==> config.mk <==
export PLATFORM = sky130hd
export DESIGN_NAME = stopwatch_ctrl
export DESIGN_NICKNAME = d
export VERILOG_FILES = /design/src/rtl/stopwatch_ctrl.sv
export SDC_FILE = /design/constraint.sdc
export NUM_CORES = 1
export LEC_CHECK = 0
export ABC_CLOCK_PERIOD_IN_PS = 4800
export CAP_MARGIN = 20
export CELL_PAD_IN_SITES_DETAIL_PLACEMENT = 0
export CELL_PAD_IN_SITES_GLOBAL_PLACEMENT = 1
export CORE_MARGIN = 8
export CORE_UTILIZATION = 30
export CTS_CLUSTER_SIZE = 16
export DETAILED_ROUTE_END_ITERATION = 8
export HOLD_SLACK_MARGIN = 0.06
export PLACE_DENSITY = 0.51
export SYNTH_ARGS = -nofsm -noshare
export SYNTH_HDL_FRONTEND = slang
export SYNTH_SLANG_ARGS = --single-unit
==> constraint.sdc <==
create_clock -name clock -period 4.8 [get_ports clock]
set_clock_uncertainty 0.15 [all_clocks]
set_input_delay 0.48 -clock clock [delete_from_list [all_inputs] [get_ports clock]]
set_output_delay 0.48 -clock clock [all_outputs]
set_load 0.01 [all_outputs]
==> src/rtl/stopwatch_ctrl.sv <==
// rtl/stopwatch_ctrl.sv - button sync/debounce front-end and IDLE/RUN/PAUSE control for the stopwatch core (optional lap/freeze: STOPWATCH_LAP_EN)
module stopwatch_ctrl #(
    parameter int DEBOUNCE_CYCLES = 1000000,
    parameter int CNT_W           = 20
) (
    input  logic       clock,
    input  logic       reset,
    input  logic       btn_start,
    input  logic       btn_clear,
`ifdef STOPWATCH_LAP_EN
    input  logic       btn_lap,
    output logic       freeze,
`endif
    output logic       run,
    output logic       clear,
    output logic [1:0] state
);

    localparam int B_START = 0;
    localparam int B_CLEAR = 1;
`ifdef STOPWATCH_LAP_EN
    localparam int B_LAP   = 2;
    localparam int NB      = 3;
`else
    localparam int NB      = 2;
`endif
    localparam logic [CNT_W-1:0] CNT_LAST = CNT_W'(DEBOUNCE_CYCLES - 1);

    typedef enum logic [1:0] {
        S_IDLE  = 2'b00,
        S_RUN   = 2'b01,
        S_PAUSE = 2'b10
    } state_t;

    logic [NB-1:0]    raw;
    logic [NB-1:0]    sync1;
    logic [NB-1:0]    sync2;
    logic [NB-1:0]    db;
    logic [NB-1:0]    press;
    logic [CNT_W-1:0] cnt [NB];

    state_t cur;
    state_t nxt;
    logic   clr_acc;

`ifdef STOPWATCH_LAP_EN
    assign raw = {btn_lap, btn_clear, btn_start};
`else
    assign raw = {btn_clear, btn_start};
`endif

    // press is raised on the same edge db rises, so the FSM acts one edge later
    always_ff @(posedge clock or posedge reset) begin
        if (reset) begin
            sync1 <= '0;
            sync2 <= '0;
            db    <= '0;
            press <= '0;
            for (int i = 0; i < NB; i++) cnt[i] <= '0;
        end else begin
            sync1 <= raw;
            sync2 <= sync1;
            press <= '0;
            for (int i = 0; i < NB; i++) begin
                if (sync2[i] == db[i]) begin
                    cnt[i] <= '0;
                end else if (cnt[i] == CNT_LAST) begin
                    db[i]    <= sync2[i];
                    press[i] <= sync2[i];
                    cnt[i]   <= '0;
                end else begin
                    cnt[i] <= cnt[i] + 1'b1;
                end
            end
        end
    end

    // clear beats start outside RUN; inside RUN only start is honoured
    always_comb begin
        nxt     = cur;
        clr_acc = 1'b0;
        case (cur)
            S_IDLE: begin
                if (press[B_CLEAR])      clr_acc = 1'b1;
                else if (press[B_START]) nxt = S_RUN;
            end
            S_RUN: begin
                if (press[B_START]) nxt = S_PAUSE;
            end
            S_PAUSE: begin
                if (press[B_CLEAR]) begin
                    nxt     = S_IDLE;
                    clr_acc = 1'b1;
                end else if (press[B_START]) begin
                    nxt = S_RUN;
                end
            end
            default: nxt = S_IDLE;
        endcase
    end

    always_ff @(posedge clock or posedge reset) begin
        if (reset) begin
            cur   <= S_IDLE;
            run   <= 1'b0;
            clear <= 1'b0;
        end else begin
            cur   <= nxt;
            run   <= (nxt == S_RUN);
            clear <= clr_acc;
        end
    end

`ifdef STOPWATCH_LAP_EN
    // lap only acts when no start/clear changed the state this cycle
    always_ff @(posedge clock or posedge reset) begin
        if (reset) begin
            freeze <= 1'b0;
        end else if (clr_acc || nxt == S_IDLE) begin
            freeze <= 1'b0;
        end else if (press[B_LAP] && nxt == cur) begin
            freeze <= (cur == S_RUN) ? ~freeze : 1'b0;
        end
    end
`endif

    assign state = cur;

endmodule

### Word level (Yosys, flattened, before mapping)

Cells that the tools add are included.

| word-level totals | value |
|---|---|
| flip-flop bits (word level) | 52 |
| latch bits | 0 |
| memory bits (writable) | 0 |
| memory bits (read-only) | 0 |
| bits of input ports | 4 |
| output and inout port bits | 4 |
| word-level logic and storage cells | 40 |
| memories | 0 |

| cells by class | value |
|---|---|
| $add $sub $neg | 2 |
| $mul | 0 |
| divide/modulo/power cells | 0 |
| $lt $le $gt $ge | 0 |
| eq/ne operators | 7 |
| shifts and indexed selects | 0 |
| multiplexer cells | 15 |
| bitwise operators | 2 |
| reduce and logical (&&, ||, !) cells | 4 |

Operator list:

| operator | number |
|---|---|
| two-way mux 20 bit | 4 |
| adder 20 x 1 -> 20 bit, second input constant | 2 |
| == test 20 bit, second input constant | 2 |
| two-way mux 2 bit | 4 |
| two-way mux 1 bit | 6 |
| case mux 2 bit (3 select lines) | 1 |
| == test 2 x 1 -> 1 bit, second input constant | 2 |
| AND reduction 2 bit | 2 |
| == test 1 bit | 2 |
| == test 2 bit, second input constant | 1 |
| logical NOT 2 bit | 1 |
| inverter 1 bit | 2 |
| OR reduction 2 bit | 1 |

### Longest topological paths before layout

| logic depth | value |
|---|---|
| depth after elaboration | 4 |
| depth in mapped cells | 6 |
| depth with buffers taken out | 5 |

### Worst setup path before layout

No wires, ideal clock.

| timing path | value |
|---|---|
| path kind | reg2reg |
| start point | reg cnt[0] (netlist bit) |
| end point | reg cnt[18] (netlist bit) |
| setup time | 0.119 ns |
| arrival time | 1.589 ns |
| data required time | 4.531 ns |
| setup slack | 2.942 ns |
| cell stages (with the launch flop) | 6 |
| buffers on the path | 0 |
| period minus slack after synthesis | 1.858 ns |
| cells stage by stage | dfrtp_1 -> ha_1 -> nand3_2 -> or4_4 -> o21a_1 -> o21ba_1 |

| between the ends | value |
|---|---|
| word-level cells in the longest chain between the ends | 3 |
| elaborated cells on any way between the ends | 4 |
| classes of those cells | add/sub (1); eq/ne (1); mux (2) |

Ends and longest elaborated chain:

| item | RTL line | source |
|---|---|---|
| start, declared | 40 | `logic [CNT_W-1:0] cnt [NB];` |
| start signal, assigned by index | 72 | `cnt[i] <= cnt[i] + 1'b1;` |
| adder 20 x 1 -> 20 bit or == test 20 bit (tied branches) | 72, 67 |  |
| two-way mux 20 bit (*) | 67 | `end else if (cnt[i] == CNT_LAST) begin` |
| two-way mux 20 bit (*) | 65 | `if (sync2[i] == db[i]) begin` |

Every way passes the cells marked *; elsewhere a longest branch is shown, timed or not.
A chain may end at the register's enable or synchronous reset.

### Worst setup path in the final report

| timing path | value |
|---|---|
| start point | reg cnt[20] (netlist bit) |
| end point | reg cnt[24] (netlist bit) |

The elaborated chain is that of the path after synthesis.

==> impl_results.md <==
- Run status: finished clean
- Vertical die dimension: about 110 µm
- Finished Layout Cells: between 300 and 400
- Required arrival time at the worst endpoint: about 4800 ps
- Static Leak: ~1.1 nW
- Clk sinks: 52
- Routed wire length: ~5000 µm
- Number of remaining DRC errors: 0
- TritonCTS clock tree: yes
- Cell area after layout: approximately 2800 µm²
- Final setup violation count: 0
- WP data arrival: around 2300 ps
- Clk Latency, worst-skew pair: around 310 ps
- Hold Slack: 205.8 ps
- Pin count of the biggest net entering global routing: between 50 and 60
- Wire length of the first global-routing pass: approximately 8500 µm
- Cell count after placement: 357
- Hold buffers post-CTS: 0
- Worst Setup Slack post-DPL: about 2500 ps
- Final number of hold-violating endpoints: 0
- Post-CTS clock slew at the launch and capture registers of the worst setup and hold paths: approximately 90 ps
- Count of nets after finishing: 265
- Cells on Worst Hold Path: 0
- Measured slew at the worst slew-check pin: between 800 and 900 ps
- GRT Residual Overflow: 0
- # diodes: 0
- Floorplan die area: around 11,000 µm²
- RePlAce Congestion: 0.6756
- Synth-to-layout area growth: 12.88%
- Clock buffer count from CTS: 5
- Area taken by multi-input logic gates: ~1100 µm²
- Layout cell share with drive strength beyond 1: under 10%
- Worst-path fanout max: 20
- Unrepaired setup endpoints after global routing: false
- Buffers on Ports: 7
- Capturing element type of the critical path: flip-flop
- Cell Rows: 33
- Starting utilization of the core area: between 30% and 40%
- Relative max-transition margin: approximately 44%
- Number of fill cells: about 850
- Vias post-DR: around 1,800
- Detailed-router iteration count before antenna repair: 4
- Post-cts sizing count: 0
- Most common library cell in the layout ignoring fill and taps: sky130_fd_sc_hd__dfrtp_1
- Total number of H-tree levels: 2
- Number of top-level pins: 8
- Clock root cell: sky130_fd_sc_hd__clkbuf_8
- Nets in the synthesized netlist: 255
- Total power divided by cell area: 288.1 nW/µm²
- Worst Path Class, Setup: reg -> reg
- X dimension of the die: about 110 µm
- Sequential cell area: ~1300 µm²
- Area of the mapped netlist: roughly 2500 µm²
- Final clock period utilization by the worst path: 47.95%
- Library cells used by synthesis: 37
- MaxCap Viol Count: 0
- R2R cell count: 5
- Core box area: about 8000 µm²
- Post-synthesis average cell area: 9.949 µm²
- Placed wire-length estimate: between 3000 and 4000 µm
- Class of the tightest hold or removal check: reg -> reg
- Proportion of synthesized chip area in sequential cells: roughly 53%
- Dpl cell area: approximately 2700 µm²
- Setup TNS: 0 ps
- Highest clock frequency the design can meet: ~430 MHz
- Vias in the first global route: about 1,700
- Number of warnings printed during yosys synthesis: 0
- Overall fraction of global-route tracks in use: 9.235%
- Number of antenna violations at the first check in global routing: 0
- Initial DRC Count: 70
- Post-CTS repair timing setup buffer count: 0
- Flip-flop and latch count after synthesis: between 50 and 60
- Via count normalized by instance count: about 5
- Number of nets with antenna violations after routing: 0
- Startpoint class of the critical path: flip-flop
- Detail-routed net length per standard cell: 13.54 µm
- Slew Limit Fails: 0
- Worst path setup slack after routing: around 2500 ps
- Mapped Cells: 249
- Maximum buffer depth of the clock tree: 2
- Min cycle time layout: about 2300 ps
- Worst vdd ir: 0.1530 mV
- Commonest cells after routing, fill and taps aside: sky130_fd_sc_hd__dfrtp_1, sky130_fd_sc_hd__nor2_1, sky130_fd_sc_hd__xnor2_1
==> cells in the mapped netlist (all sizes together) <==
cell / instances / area, µm²
dfrtp: 52 / 1301
nor2: 37 / 138.9
xnor2: 22 / 192.7
nand2: 19 / 71.32
nor4: 13 / 81.33
nand3: 11 / 60.06
nand4: 10 / 62.56
o21ai: 10 / 50.04
a21oi: 9 / 45.04
nor3: 9 / 45.04
inv: 7 / 26.28
xor2: 6 / 52.55
nand4b: 5 / 43.79
buf: 4 / 25.02
nand3b: 4 / 30.03
and2: 3 / 18.77
and3: 3 / 18.77
nand2b: 3 / 18.77
clkbuf: 2 / 7.510
ha: 2 / 25.02
mux2: 2 / 22.52
nor4b: 2 / 17.52
o31ai: 2 / 25.02
or2: 2 / 12.51
or3: 2 / 12.51
or4: 2 / 18.77
and4: 1 / 8.760
mux2i: 1 / 10.01
nand4bb: 1 / 11.26
nor2b: 1 / 6.260
o21a: 1 / 7.510
o21ba: 1 / 10.01
==> cell families after synthesis <==
logic type / synth area share, %
AND/OR/NAND/NOR: 27.32
AO/OA/AOI/OAI: 5.555
multiplexers: 1.313
buffers and inverters: 2.374
flip-flops: 52.53
XOR/XNOR: 9.899
adder cells (fa/ha/maj): 1.010
==> metal layers <==
layer / routed length [µm] / vias to the layer above / global-route usage [%]
met2: 2001 / 23 / 12.57
met1: 2691 / 862 / 13.53
met5: 0 / - / 0
met4: 52 / 0 / 3.015
met3: 197 / 5 / 2.639
li1: - / 887 / -
==> path summary, 6_finish.rpt <==
check,end,slack [ps],startpoint
setup reg to reg,cnt[24],2500,cnt[20]
hold / removal,sync2[0],210,sync1[0]
setup / recovery,cnt[24],2500,cnt[20]
hold reg to reg,sync2[0],210,sync1[0]
min in group asynchronous,state[0],520,reset
max in group asynchronous,cnt[24],3520,reset
==> where the power goes <==
| part | switching (mW) | total, mW | internal, mW |
|---|---|---|---|
| logic | 0.0190 | 0.0276 | 0.00862 |
| clock network | 0.145 | 0.330 | 0.184 |
| registers | 0.00518 | 0.449 | 0.443 |
==> through the flow <==
step,utilization [%],power (mW)
floorplan,-,0.4765
global placement,32.99,0.4869
detailed placement,32.99,0.4863
CTS,34.55,0.8259
global route,34.55,0.8492
finish,34.55,0.8057
==> sequential cells by signal, indices dropped and copies added, names as in the netlist <==
signal / cells
db: 2
run: 1
clear: 1
sync2: 2
sync1: 2
press: 2
cnt: 40
state: 2
==> cell type report <==
type | count | area share, %
Clock buffer | 7 | 3.445
Sequential cell | 52 | 46.53
Tap cell | 105 | 4.698
Clock inverter | 1 | 1.074
Timing Repair Buffer | 9 | 3.043
Multi-Input combinational cell | 184 | 40.27
Inverter | 7 | 0.9396
==> worst max-delay path, cell delays in order (launching register included) <==
cell	delay [ps]
sky130_fd_sc_hd__dfrtp_1	380
sky130_fd_sc_hd__ha_1	240
sky130_fd_sc_hd__nand2_1	180
sky130_fd_sc_hd__or2_1	340
sky130_fd_sc_hd__o31ai_4	750
sky130_fd_sc_hd__nor2_1	120
Power figures use the tool's default switching activity.
